[src/rtl/mux_sel_sequencer_pkg.sv]
// Shared types and constants for the mux select sequencer: scan mode encoding,
// select width and the modulo-4 select increment.
package mux_sel_sequencer_pkg;

  localparam int SEL_W = 2;

  typedef logic [SEL_W-1:0] sel_t;

  typedef enum logic {
    MODE_MANUAL = 1'b0,
    MODE_AUTO   = 1'b1
  } mode_e;

  // Natural overflow of the SEL_W-bit result gives the 3 -> 0 wrap.
  function automatic sel_t sel_next(input sel_t cur);
    return cur + sel_t'(1);
  endfunction

endpackage

[src/rtl/mux_sel_sequencer_if.sv]
// Board-facing signal bundle of the select sequencer: raw active-low keys in,
// select code, scan mode and change strobe out.
interface mux_sel_sequencer_if;
  import mux_sel_sequencer_pkg::*;

  logic key_step_n;
  logic key_mode_n;
  sel_t sel;
  logic scan_mode;
  logic sel_change;

  // No valid/ready handshake: keys are free-running levels and sel_change is a
  // one-cycle strobe that is high exactly in the cycle sel holds a new value.
  modport master (
    output key_step_n,
    output key_mode_n,
    input  sel,
    input  scan_mode,
    input  sel_change
  );

  modport slave (
    input  key_step_n,
    input  key_mode_n,
    output sel,
    output scan_mode,
    output sel_change
  );

endinterface

[src/rtl/mux_sel_sequencer_key_debounce.sv]
// Push-button conditioner: 2-flop synchronizer, stability counter, debounced
// level and a one-cycle pulse on the debounced press (1 -> 0) edge.
module key_debounce
  import mux_sel_sequencer_pkg::*;
#(
  parameter int DEBOUNCE_CYCLES = 500000,
  parameter int CNT_W           = 25
) (
  input  logic clk,
  input  logic rst_n,
  input  logic key_n,
  output logic press
);

  localparam logic [CNT_W-1:0] CNT_MAX = CNT_W'(DEBOUNCE_CYCLES - 1);

  logic             sync_1;
  logic             sync_2;
  logic             level;
  logic [CNT_W-1:0] cnt;

  // Released (1) is the reset level everywhere, so reset release with keys up
  // never looks like a press.
  always_ff @(posedge clk or negedge rst_n) begin
    if (!rst_n) begin
      sync_1 <= 1'b1;
      sync_2 <= 1'b1;
      level  <= 1'b1;
      cnt    <= '0;
      press  <= 1'b0;
    end else begin
      sync_1 <= key_n;
      sync_2 <= sync_1;
      press  <= 1'b0;
      if (sync_2 == level) begin
        cnt <= '0;
      end else if (cnt == CNT_MAX) begin
        cnt   <= '0;
        level <= sync_2;
        press <= ~sync_2;
      end else begin
        cnt <= cnt + 1'b1;
      end
    end
  end

endmodule

[src/rtl/mux_sel_sequencer.sv]
// Select generator for the 2-bit 4:1 mux: steps sel on a debounced button press
// in MANUAL mode, or auto-scans every SCAN_CYCLES in AUTO mode.
module mux_sel_sequencer
  import mux_sel_sequencer_pkg::*;
#(
  parameter int DEBOUNCE_CYCLES = 500000,
  parameter int SCAN_CYCLES     = 25000000,
  parameter int CNT_W           = 25
) (
  input  logic                clk,
  input  logic                rst_n,
  mux_sel_sequencer_if.slave  bus
);

  localparam logic [CNT_W-1:0] SCAN_MAX = CNT_W'(SCAN_CYCLES - 1);

  logic             step_press;
  logic             mode_press;
  mode_e            mode;
  sel_t             sel;
  logic             sel_change;
  logic [CNT_W-1:0] scan_cnt;

  key_debounce #(
    .DEBOUNCE_CYCLES (DEBOUNCE_CYCLES),
    .CNT_W           (CNT_W)
  ) u_step_key (
    .clk   (clk),
    .rst_n (rst_n),
    .key_n (bus.key_step_n),
    .press (step_press)
  );

  key_debounce #(
    .DEBOUNCE_CYCLES (DEBOUNCE_CYCLES),
    .CNT_W           (CNT_W)
  ) u_mode_key (
    .clk   (clk),
    .rst_n (rst_n),
    .key_n (bus.key_mode_n),
    .press (mode_press)
  );

  // A mode press wins over everything: a step in the same cycle is dropped.
  always_ff @(posedge clk or negedge rst_n) begin
    if (!rst_n) begin
      mode       <= MODE_MANUAL;
      sel        <= '0;
      sel_change <= 1'b0;
      scan_cnt   <= '0;
    end else begin
      sel_change <= 1'b0;
      if (mode_press) begin
        mode     <= (mode == MODE_AUTO) ? MODE_MANUAL : MODE_AUTO;
        scan_cnt <= '0;
      end else if (mode == MODE_MANUAL) begin
        scan_cnt <= '0;
        if (step_press) begin
          sel        <= sel_next(sel);
          sel_change <= 1'b1;
        end
      end else begin
        // Step and expiry together still advance by one and restart the period.
        if (step_press || (scan_cnt == SCAN_MAX)) begin
          sel        <= sel_next(sel);
          sel_change <= 1'b1;
          scan_cnt   <= '0;
        end else begin
          scan_cnt <= scan_cnt + 1'b1;
        end
      end
    end
  end

  assign bus.sel        = sel;
  assign bus.scan_mode  = mode;
  assign bus.sel_change = sel_change;

endmodule
[src/flat_wrapper.sv]
// flat-port wrapper written by rule: the top's interface ports become plain ports
module mux_sel_sequencer_flat import mux_sel_sequencer_pkg::*;
#(
  parameter int DEBOUNCE_CYCLES = 500000,
  parameter int SCAN_CYCLES     = 25000000,
  parameter int CNT_W           = 25
)
  (clk, rst_n, bus_key_step_n, bus_key_mode_n, bus_sel, bus_scan_mode, bus_sel_change);
  mux_sel_sequencer_if bus_i ();
  input  logic clk;
  input  logic rst_n;
  input wire logic [$bits(bus_i.key_step_n)-1:0] bus_key_step_n;
  input wire logic [$bits(bus_i.key_mode_n)-1:0] bus_key_mode_n;
  output wire logic [$bits(bus_i.sel)-1:0] bus_sel;
  output wire logic [$bits(bus_i.scan_mode)-1:0] bus_scan_mode;
  output wire logic [$bits(bus_i.sel_change)-1:0] bus_sel_change;
  assign bus_i.key_step_n = bus_key_step_n;
  assign bus_i.key_mode_n = bus_key_mode_n;
  assign bus_sel = bus_i.sel;
  assign bus_scan_mode = bus_i.scan_mode;
  assign bus_sel_change = bus_i.sel_change;
  mux_sel_sequencer #(.DEBOUNCE_CYCLES(DEBOUNCE_CYCLES), .SCAN_CYCLES(SCAN_CYCLES), .CNT_W(CNT_W)) u_core (.clk(clk), .rst_n(rst_n), .bus(bus_i));
endmodule
[config.mk]
export PLATFORM = sky130hd
export DESIGN_NAME = mux_sel_sequencer_flat
export DESIGN_NICKNAME = d
export VERILOG_FILES = /design/src/rtl/mux_sel_sequencer_pkg.sv /design/src/rtl/mux_sel_sequencer_if.sv /design/src/rtl/mux_sel_sequencer_key_debounce.sv /design/src/rtl/mux_sel_sequencer.sv /design/src/flat_wrapper.sv
export SDC_FILE = /design/constraint.sdc
export NUM_CORES = 1
export LEC_CHECK = 0
export BUFFER_PORTS_ARGS = -buffer_cell sky130_fd_sc_hd__buf_2
export CORE_ASPECT_RATIO = 0.5
export CORE_MARGIN = 4
export CORE_UTILIZATION = 50
export DETAILED_ROUTE_END_ITERATION = 16
export PLACE_DENSITY = 0.66
export SLEW_MARGIN = 0
export SYNTH_ARGS = -nofsm -noshare
export SYNTH_HDL_FRONTEND = slang
export SYNTH_SLANG_ARGS = --single-unit
export TNS_END_PERCENT = 10
[constraint.sdc]
create_clock -name clk -period 2.1 [get_ports clk]
set_clock_uncertainty 0.15 [all_clocks]
set_input_delay 0 -clock clk [delete_from_list [all_inputs] [get_ports clk]]
set_output_delay 0 -clock clk [all_outputs]
set_load 0.02 [all_outputs]
### Yosys cells after proc, flatten, opt, wreduce, memory -nomap -nowiden

Cells that the tools add are included.

* muxes and demuxes: 19
* equality and inequality tests: 6
* reduce and logical (&&, ||, !) cells: 5
* shift-type cells: 0
* $lt $le $gt $ge: 0
* add/sub/neg operators: 4
* multiply operators: 0
* divide/modulo/power cells: 0
* bitwise operators: 5

Operators with widths (number)
* $mux W25: 7
* $add A25 B1 Y25 const B: 3
* $eq A25 B19 Y1 const B: 2
* $eq A25 B25 Y1 const B: 1
* $mux W1: 9
* $mux W2: 3
* $not A1 Y1: 5
* $reduce_and A2 Y1: 2
* $reduce_and A3 Y1: 1
* $add A2 B1 Y2 const B: 1
* $eq A1 B1 Y1: 2
* $ne A2 B2 Y1 const B: 1
* $reduce_bool A2 Y1: 1
* $logic_or A1 B1 Y1: 1

* RAM bits: 0
* output and inout bits: 4
* memories: 0
* bits in latches: 0
* input port bits: 4
* ROM bits: 0
* register bits: 87

### Longest topological paths before layout

Gate-level depths: netlist of run 1.

* word-level depth: 5
* gate-level depth with buffers: 7

### By module

A second synthesis of run 1 with hierarchy kept.

* cell total of the unflattened synthesis: 442
* area total of the unflattened synthesis: 4390.5 µm²

By module, submodules not included
* key_debounce: seq. area each 729.4 µm², times used 2, cells each 144, area each 1457.6 µm²
* mux_sel_sequencer: seq. area each 725.7 µm², times used 1, cells each 154, area each 1475.2 µm²

### Worst setup path before layout of run 1

OpenSTA, ideal clock, no wires.

* kind: reg2reg
* from: register u_core.u_step_key.cnt[0]
* to: register u_core.u_step_key.cnt[24]
* path slack: -0.162 ns
* arrival time: 2.034 ns
* buffers on the path: 1
* stages on the path, launching flop included: 7
* cells stage by stage: dfrtp_1 -> ha_1 -> nand4_2 -> or4_1 -> buf_2 -> or4_1 -> a21oi_1

* cells in the longest elaborated chain, start to end: 3

RTL lines
* start, declared: RTL line mux_sel_sequencer_key_debounce.sv:20 `logic [CNT_W-1:0] cnt;`
* start signal, assigned: RTL line mux_sel_sequencer_key_debounce.sv:42 `cnt <= cnt + 1'b1;`
* $add A25 B1 Y25 or $eq A25 B19 Y1 (tied branches): RTL line mux_sel_sequencer_key_debounce.sv:42, mux_sel_sequencer_key_debounce.sv:37
* $mux W25 *: RTL line mux_sel_sequencer_key_debounce.sv:37 `end else if (cnt == CNT_MAX) begin`
* $mux W25 *: RTL line mux_sel_sequencer_key_debounce.sv:35 `if (sync_2 == level) begin`

Every way passes the cells marked *; elsewhere a longest branch is shown, timed or not.
A chain may end at the register's enable or synchronous reset.

### Final worst setup path of run 1

* from: register u_core.u_step_key.cnt[0]
* to: register u_core.u_step_key.cnt[22]

Same word-level chain as after synthesis.

==> results of run 1 <==
## cells by family after synthesis
kind of cell             Yosys count  synth area share (%)
AND/OR/NAND/NOR                  208                  27.1
flip-flops                        87                  51.4
AO/OA/AOI/OAI                     65                  8.89
XOR/XNOR                          43                  8.86
buffers and inverters             26                  2.35
adder cells (fa/ha/maj)            3                 0.883
multiplexers                       2                 0.530
## worst max-delay path, delay by kind of cell (launching register included)
family	cells	cell delay, ns
flip-flops	1	0.42
AO/OA/AOI/OAI	1	0.13
adder cells (fa/ha/maj)	1	0.19
buffers and inverters	1	0.15
AND/OR/NAND/NOR	3	0.95
## repair_timing
item | 4_1_cts | 5_1_grt
endpoints found under the hold margin | 89 | 0
setup endpoints to repair | 3 | 20
hold buffers | 3 | 0
pin swaps | 0 | 4
gates resized for setup | 0 | 17
setup buffers | 2 | 2
## cells in the mapped netlist (2+ instances only)
master,instances,area (sq um)
nor3_1,8,40.0
or3_1,14,87.6
nor4_1,10,62.6
inv_1,12,45.0
or4_1,17,128
nand4_1,25,156
dfrtp_1,81,2030
nand2_1,27,101
o31ai_1,15,113
mux2_2,2,22.5
xnor2_1,21,184
a21oi_1,29,145
nor4b_1,3,26.3
nor2_1,49,184
and4_1,10,87.6
nand2b_1,2,12.5
ha_1,3,37.5
xor2_1,22,193
o21ai_0,17,85.1
clkbuf_1,11,41.3
or3_2,2,15.0
and2_1,2,12.5
and3_1,5,31.3
nand3_1,25,125
dfstp_2,6,158
## per-layer routing
layer / wire, um / track usage, % / share of wire, % / vias up
li1: - / - / - / 1711
met1: 4260 / 23.6 / 47 / 1742
met2: 4500 / 34.1 / 49 / 41
met3: 263 / 6.15 / 2.9 / 11
met4: 87 / 5.26 / 0.95 / 0
met5: 0 / 0 / 0 / -
## flip-flops by register name (all words and copies together), names as in the netlist, 2 cells and up
signal and flops:
u_core.u_mode_key.cnt 25, u_core.scan_cnt 25, u_core.bus.sel 2, u_core.u_step_key.cnt 25
## stage by stage
stage,instance area [sq um],std cells,setup TNS (ns),setup WS [ns]
2_1_floorplan,4280,434,-0.137,-0.0114
3_3_place_gp,4820,591,0,0.0473
3_5_place_dp,4820,591,-0.0483,-0.0263
4_1_cts,5180,612,0,0.00359
5_1_grt,5260,614,-0.0651,-0.0310
6_report,5260,614,0,0.0246
## cells in the final DEF (no fill, tap or decap), types with 8 or more instances in the layout
| cell type | count |
|---|---|
| a21oi_1 | 25 |
| xnor2_1 | 21 |
| nor2_1 | 49 |
| nor4_1 | 10 |
| nand4_1 | 25 |
| clkbuf_16 | 9 |
| xor2_1 | 22 |
| nand2_1 | 27 |
| nor3_1 | 8 |
| inv_1 | 12 |
| dfrtp_1 | 80 |
| o31ai_1 | 12 |
| nand3_1 | 25 |
| and4_1 | 9 |
| or4_1 | 11 |
| o21ai_0 | 17 |
| or3_1 | 14 |
| buf_4 | 54 |
## layout make-up
type,count,area (sq um)
clock buffer,13,270
clock inverter,3,40.0
fill,646,2890
inverter,12,45.0
multi-input combinational,321,2060
sequential,87,2190
tap,112,140
timing repair buffer,66,517
## path summary, 6_finish.rpt
path                                                       endpoint  slack [ns]  depth (start not counted)
min in group clk                 u_core.u_mode_key.sync_1$_DFF_PN1_        0.16                          2
max in group asynchronous        u_core.u_step_key.cnt[6]$_DFF_PN0_        1.15                          3
worst max register to register  u_core.u_step_key.cnt[22]$_DFF_PN0_        0.02                          6
worst min register to register   u_core.u_step_key.sync_2$_DFF_PN1_        0.21                          0
worst max-delay path            u_core.u_step_key.cnt[22]$_DFF_PN0_        0.02                          6
worst min-delay path                  u_core.scan_cnt[23]$_DFF_PN0_       0.007                          2
## power groups by stage
| stage | Sequential [uW] | Combinational [uW] | Clock [uW] |
|---|---|---|---|
| floorplan | 1740 | 30.2 | 0 |
| global placement | 1740 | 89.0 | 0 |
| detailed placement | 1740 | 91.2 | 0 |
| CTS | 1710 | 101 | 1690 |
| global route | 1710 | 116 | 1780 |
| finish | 1710 | 100 | 1640 |
==> reports/metrics.cfg, run 1 <==
[pwr]
leakagePower_uw = 0.00214
ir_worst_vdd_mv = 0.415
p_clk_share_pct = 47.6
p_comb_share_pct = 2.9
internal_power_uw = 2750
sw_frac_of_total_pct = 20.4
p_seq_share_pct = 49.5
power.net_switching_uw = 703
power_uw = 3450
p_per_area_mw_per_mm2 = 656

[final_layout]
layout-drive-gt1-share_pct = 22.1
n_antenna_cell = 0
syn_to_final_growth_pct = 23.6
fin_util_pct = 64.5
num-nets-final = 504

[worst_setup_path]
crit_path_cell_trace = ha_4, nand4_4, or4_4, buf_6, or4_4, a21oi_2
required_ns = 2.22
endpoint_kind = flop
crit_slowest_cell = or4_4
critPathLaunch = u_core.u_step_key.cnt[0]$_DFF_PN0_
cpPeakStageDelay_ns = 0.44
cp_max_fo = 8
worstSetupPathType = reg -> reg
cpMostUsedCell = or4_4
arrival_ns = 2.19
reg2reg_from = u_core.u_step_key.cnt[0]$_DFF_PN0_
crit_path_start_kind = flop

[synth]
synthFlopType = dfrtp_1
netlist_area_sq_mm = 0.00425
ys_async_sr_fraction_pct = 100
synth_nets = 441
yosys_warnings = 0
ys_ff_latch = 87
ys_types = 41
ys_seq_area_share_pct = 51.4
avgSynthCellArea_sq_um = 9.79
synth-edff-count = 0
synthCells = 434

[sta]
period_minus_slack_ns = 2.08
final_max_slew_viol_count = 0
hold_viol_final = 0
fmax_ghz = 0.482
whs_ns = 0.00699
rsz0062_at_grt = yes
min_period_over_period_pct = 98.8
relSlewSlack_pct = 67.8
setup_viol = 0
worst_slew_pin_slew_ns = 0.483

[drt]
routedWlPerCell_um = 14.8
first_pass_iters = 4
vias = 3505
drtIter0Drc = 163
wirelength_mm = 9.11
ant_nets = 0
drt-vias-per-instance = 5.71
drcViolationCount = 0

[grt]
gr-total-overflow = 0
grt.total_usage_pct = 19.4
grt_pass1_vias = 3551
grt_start_max_net_pins = 54
grt_pass1_wl_mm = 16.0
antenna_found_initial = 0

[die]
core_area_sq_mm = 0.00814
die_w_um = 138
start_util_pct = 52.2
io_pins = 8
dieArea_sq_mm = 0.0101
rows = 23
die_y_um = 73.2

[clock_network]
cts_max_path_buffers = 2
clock_sinks = 87
htree_levels = 3
cts_buffers = 9
root_buffer = clkbuf_16
cts_tree = yes
clkTransAtPathRegs_ns = 0.06
clk_latency_ns = 0.34

[run]
drv_cap = 0

[hold_path]
hold_class = in -> async

[placed_design]
port_buffers = 7
dp.final_hpwl_mm = 6.33
gp_congestion = 0.862

[status]
status = finished, final reports clean

(Power assumes the default switching activity.)
==> run 2, diff against run 1 <==
MAX_ROUTING_LAYER = met4   (was not set)
==> reports/metrics.cfg, run 2 (synthesized netlist as in run 1, its figures left out) <==
[status]
status = finished, final reports clean

[final_layout]
num-nets-final = 504
layout-drive-gt1-share_pct = 22.1
final_cell_mix = 80 x dfrtp_1, 54 x buf_4, 49 x nor2_1
num-fill-cells = 646
n_antenna_cell = 0
reg.largest.list = u_core.scan_cnt x25, u_core.u_mode_key.cnt x25, u_core.u_step_key.cnt x25
syn_to_final_growth_pct = 23.6
multiInputGateArea_sq_mm = 0.00206
finalNonFillerCells = 614
final_common_cell = dfrtp_1
regArea_sq_mm = 0.00219

[die]
start_util_pct = 52.2
rows = 23
die_y_um = 73.2
io_pins = 8
die_w_um = 138
dieArea_sq_mm = 0.0101
core_area_sq_mm = 0.00814

[drt]
routedWlPerCell_um = 14.9
drt-vias-per-instance = 5.70
drcViolationCount = 0
ant_nets = 0
drtIter0Drc = 127
wirelength_mm = 9.12
first_pass_iters = 4
vias = 3499

[sta]
whs_ns = 0.00538
setup_viol = 0
hold_viol_final = 0
rsz0062_at_grt = yes
worst_slew_pin_slew_ns = 0.482
min_period_over_period_pct = 98.6
relSlewSlack_pct = 67.8
period_minus_slack_ns = 2.07
fmax_ghz = 0.483
final_max_slew_viol_count = 0

[grt]
grt_start_max_net_pins = 54
grt_pass1_wl_mm = 16.0
grt.total_usage_pct = 20.0
grt_pass1_vias = 3546
antenna_found_initial = 0
gr-total-overflow = 0

[worst_setup_path]
endpoint_kind = flop
worstSetupPathType = reg -> reg
cp_max_fo = 8
required_ns = 2.22
crit_path_start_kind = flop
arrival_ns = 2.19

[pwr]
p_seq_share_pct = 49.5
power.net_switching_uw = 703
sw_frac_of_total_pct = 20.4
internal_power_uw = 2750
p_clk_share_pct = 47.6
ir_worst_vdd_mv = 0.418
leakagePower_uw = 0.00214
p_comb_share_pct = 2.9
p_per_area_mw_per_mm2 = 656

[clock_network]
cts_tree = yes
htree_levels = 3
cts_buffers = 9
clk_latency_ns = 0.34
root_buffer = clkbuf_16
clkTransAtPathRegs_ns = 0.06
cts_max_path_buffers = 2
clock_sinks = 87

[placed_design]
port_buffers = 7
dp.final_hpwl_mm = 6.33
dp_cells = 591
gp_congestion = 0.876

[hold_path]
hold_class = in -> async

[run]
drv_cap = 0

==> run 2: what timing repair did <==
item	CTS	global route
pin swaps	0	4
setup endpoints to repair	3	20
hold endpoints to repair	89	0
resized for setup	0	17
buffers inserted	2	2
hold buffers	3	0
==> run 2: routing by layer <==
layer  vias to the layer above  wire, um  part of all wire (%)  global-route usage, %
met5                         -         0                     0                      -
met4                         0        90                  0.99                   5.26
met3                        11       314                   3.4                   6.15
met1                      1733      4180                    46                   23.7
met2                        43      4540                    50                   34.1
li1                       1712         -                     -                      -
==> run 2: layout make-up <==
type                       count  area share, %
clock inverter                 3          0.762
timing repair buffer          66           9.83
multi-input combinational    321           39.1
clock buffer                  13           5.14
tap                          112           2.67
inverter                      12          0.857
sequential                    87           41.6
==> run 2: critical path, cell delays in order, from the launching register on <==
cell and delay [ns]:
dfrtp_1 0.42, ha_4 0.19, nand4_4 0.10, or4_4 0.44
buf_6 0.15, or4_4 0.42, a21oi_2 0.13
==> run 2: power by group through the flow <==
stage	combinational [uW]	sequential (uW)	clock [uW]
after CTS	101	1710	1690
after global routing	115	1710	1780
after detailed placement	91.2	1740	0
final	100	1710	1640
after floorplan	30.2	1740	0
after global placement	89.0	1740	0
==> run 2: worst paths after layout <==
path | startpoint | to | slack (ns) | cells after the start
setup / recovery | u_core.u_step_key.cnt[0]$_DFF_PN0_ | u_core.u_step_key.cnt[22]$_DFF_PN0_ | 0.03 | 6
hold / removal | rst_n | u_core.scan_cnt[23]$_DFF_PN0_ | 0.005 | 2
setup reg to reg | u_core.u_step_key.cnt[0]$_DFF_PN0_ | u_core.u_step_key.cnt[22]$_DFF_PN0_ | 0.03 | 6
hold reg to reg | u_core.u_step_key.sync_1$_DFF_PN1_ | u_core.u_step_key.sync_2$_DFF_PN1_ | 0.21 | 0
max in group asynchronous | rst_n | u_core.u_mode_key.cnt[9]$_DFF_PN0_ | 1.15 | 3
min in group clk | bus_key_mode_n | u_core.u_mode_key.sync_1$_DFF_PN1_ | 0.16 | 2
==> run 2: metrics by stage <==
stage / cell area, sq um / setup TNS [ns] / total power, uW / setup slack, ns / utilization (%)
4_1_cts: 5180 / 0 / 3490 / 0.00359 / 63.6
5_1_grt: 5260 / -0.0641 / 3600 / -0.0311 / 64.5
6_report: 5260 / 0 / 3450 / 0.0285 / 64.5
3_3_place_gp: 4820 / 0 / 1820 / 0.0473 / 59.2
2_1_floorplan: 4280 / -0.137 / 1770 / -0.0114 / -
3_5_place_dp: 4820 / -0.0483 / 1830 / -0.0263 / 59.2
==> run 3, diff against run 2 <==
HOLD_SLACK_MARGIN = 0.06   (was not set)
==> reports/metrics.cfg, run 3 (synthesized netlist as in run 1, its figures left out) <==
[status]
status = finished, final reports clean

[die]
dieArea_sq_mm = 0.0101
die_y_um = 73.2
core_area_sq_mm = 0.00814
rows = 23
start_util_pct = 52.2
io_pins = 8
die_w_um = 138

[worst_setup_path]
r2r_cells = 6
endpoint_kind = flop
required_ns = 2.22
cp_max_fo = 8
reg2reg_to = u_core.u_step_key.cnt[22]$_DFF_PN0_
r2r_setup_slack_ns = 0.02
arrival_ns = 2.19
reg2reg_from = u_core.u_step_key.cnt[0]$_DFF_PN0_
worstSetupPathType = reg -> reg
crit_path_start_kind = flop

[drt]
drt-vias-per-instance = 5.71
drcViolationCount = 0
vias = 3514
wirelength_mm = 9.21
first_pass_iters = 4
routedWlPerCell_um = 15.0
ant_nets = 0
drtIter0Drc = 152

[sta]
period_minus_slack_ns = 2.08
final_max_slew_viol_count = 0
fmax_ghz = 0.482
rsz0062_at_grt = yes
worst_slew_pin_slew_ns = 0.380
hold_viol_final = 0
relSlewSlack_pct = 74.4
setup_viol = 0
min_period_over_period_pct = 98.8

[final_layout]
fin_util_pct = 64.8
final_cell_mix = 80 x dfrtp_1, 54 x buf_4, 49 x nor2_1
finalNonFillerCells = 615
syn_to_final_growth_pct = 24.1
layout-drive-gt1-share_pct = 22.3
num-nets-final = 505
regArea_sq_mm = 0.00219
final_common_cell = dfrtp_1
multiInputGateArea_sq_mm = 0.00206
reg.largest.list = u_core.scan_cnt x25, u_core.u_mode_key.cnt x25, u_core.u_step_key.cnt x25
num-fill-cells = 644
n_antenna_cell = 0

[grt]
gr-total-overflow = 0
grt_pass1_vias = 3538
grt_start_max_net_pins = 54
grt_pass1_wl_mm = 16.1
grt.total_usage_pct = 20.2
antenna_found_initial = 0

[clock_network]
cts_max_path_buffers = 2
cts_buffers = 9
root_buffer = clkbuf_16
clkTransAtPathRegs_ns = 0.06
clk_latency_ns = 0.34
htree_levels = 3
cts_tree = yes
clock_sinks = 87

[placed_design]
gp_congestion = 0.876
dp.final_hpwl_mm = 6.33
port_buffers = 7
dp_cells = 591

[hold_path]
hold_class = in -> async

[pwr]
sw_frac_of_total_pct = 20.3
p_seq_share_pct = 49.5
leakagePower_uw = 0.00215
power.net_switching_uw = 701
p_comb_share_pct = 3.1
p_per_area_mw_per_mm2 = 654
internal_power_uw = 2750
ir_worst_vdd_mv = 0.416
p_clk_share_pct = 47.4

[run]
drv_cap = 0

run 3: cell count changes in the layout (fill, tap and decap cells not counted):
cell	delta
buf_12	+1
run 3: what timing repair did:
action	in CTS	in global routing
setup buffers	2	2
cloned	0	0
pin swaps	0	4
endpoints found under the hold margin	89	0
hold buffers	4	0
setup endpoints to repair	3	20
gates resized for setup	0	17
run 3: through the flow:
step | TNS [ns] | area, sq um | hold slack [ns] | worst slack, ns | power, uW
after floorplan | -0.137 | 4280 | -0.446 | -0.0114 | 1770
after global placement | 0 | 4820 | -0.173 | 0.0473 | 1820
after detailed placement | -0.0483 | 4820 | -0.160 | -0.0263 | 1830
after CTS | 0 | 5200 | 0.0962 | 0.00359 | 3500
after global routing | -0.0641 | 5280 | 0.104 | -0.0311 | 3610
final | 0 | 5280 | 0.109 | 0.0247 | 3450
run 3: worst max-delay path by stage:
stage / startpoint / end / slack, ns
after floorplan: u_core.scan_cnt[0]$_DFF_PN0_ / u_core.scan_cnt[10]$_DFF_PN0_ / -0.01
after global placement: u_core.u_step_key.cnt[0]$_DFF_PN0_ / u_core.u_step_key.cnt[18]$_DFF_PN0_ / 0.05
after detailed placement: u_core.u_step_key.cnt[0]$_DFF_PN0_ / u_core.u_step_key.cnt[18]$_DFF_PN0_ / -0.03
after CTS: u_core.u_step_key.cnt[0]$_DFF_PN0_ / u_core.u_step_key.cnt[22]$_DFF_PN0_ / 0.004
after global routing: u_core.scan_cnt[8]$_DFF_PN0_ / u_core.bus.sel[0]$_DFFE_PN0P_ / -0.03
final: u_core.u_step_key.cnt[0]$_DFF_PN0_ / u_core.u_step_key.cnt[22]$_DFF_PN0_ / 0.02
run 3: final cells by class:
cell class                      count  area share [%]
Sequential cell                    87            41.4
Tap cell                          112            2.66
Multi-Input combinational cell    321            39.0
Clock inverter                      3           0.759
Inverter                           12           0.854
Clock buffer                       13            5.12
Timing Repair Buffer               67            10.2
run 3: layer usage:
layer  GRT usage [%]  part of all wire [%]  vias to the layer above
li1                -                     -                     1718
met1            24.1                    46                     1743
met2            34.2                    50                       45
met3            6.15                   3.4                        8
met4            5.26                  0.66                        0
met5               -                     0                        -
run 3: power groups by stage:
stage	Combinational, uW	Sequential (uW)	Clock (uW)
6_report	106	1710	1640
5_1_grt	121	1710	1780
4_1_cts	107	1710	1690
3_5_place_dp	91.2	1740	0
3_3_place_gp	89.0	1740	0
2_1_floorplan	30.2	1740	0
run 3: critical path, cell delays in order (launching register included):
cell and delay (ns):
dfrtp_1 0.42, ha_4 0.19, nand4_4 0.10, or4_4 0.44
buf_6 0.15, or4_4 0.42, a21oi_2 0.13
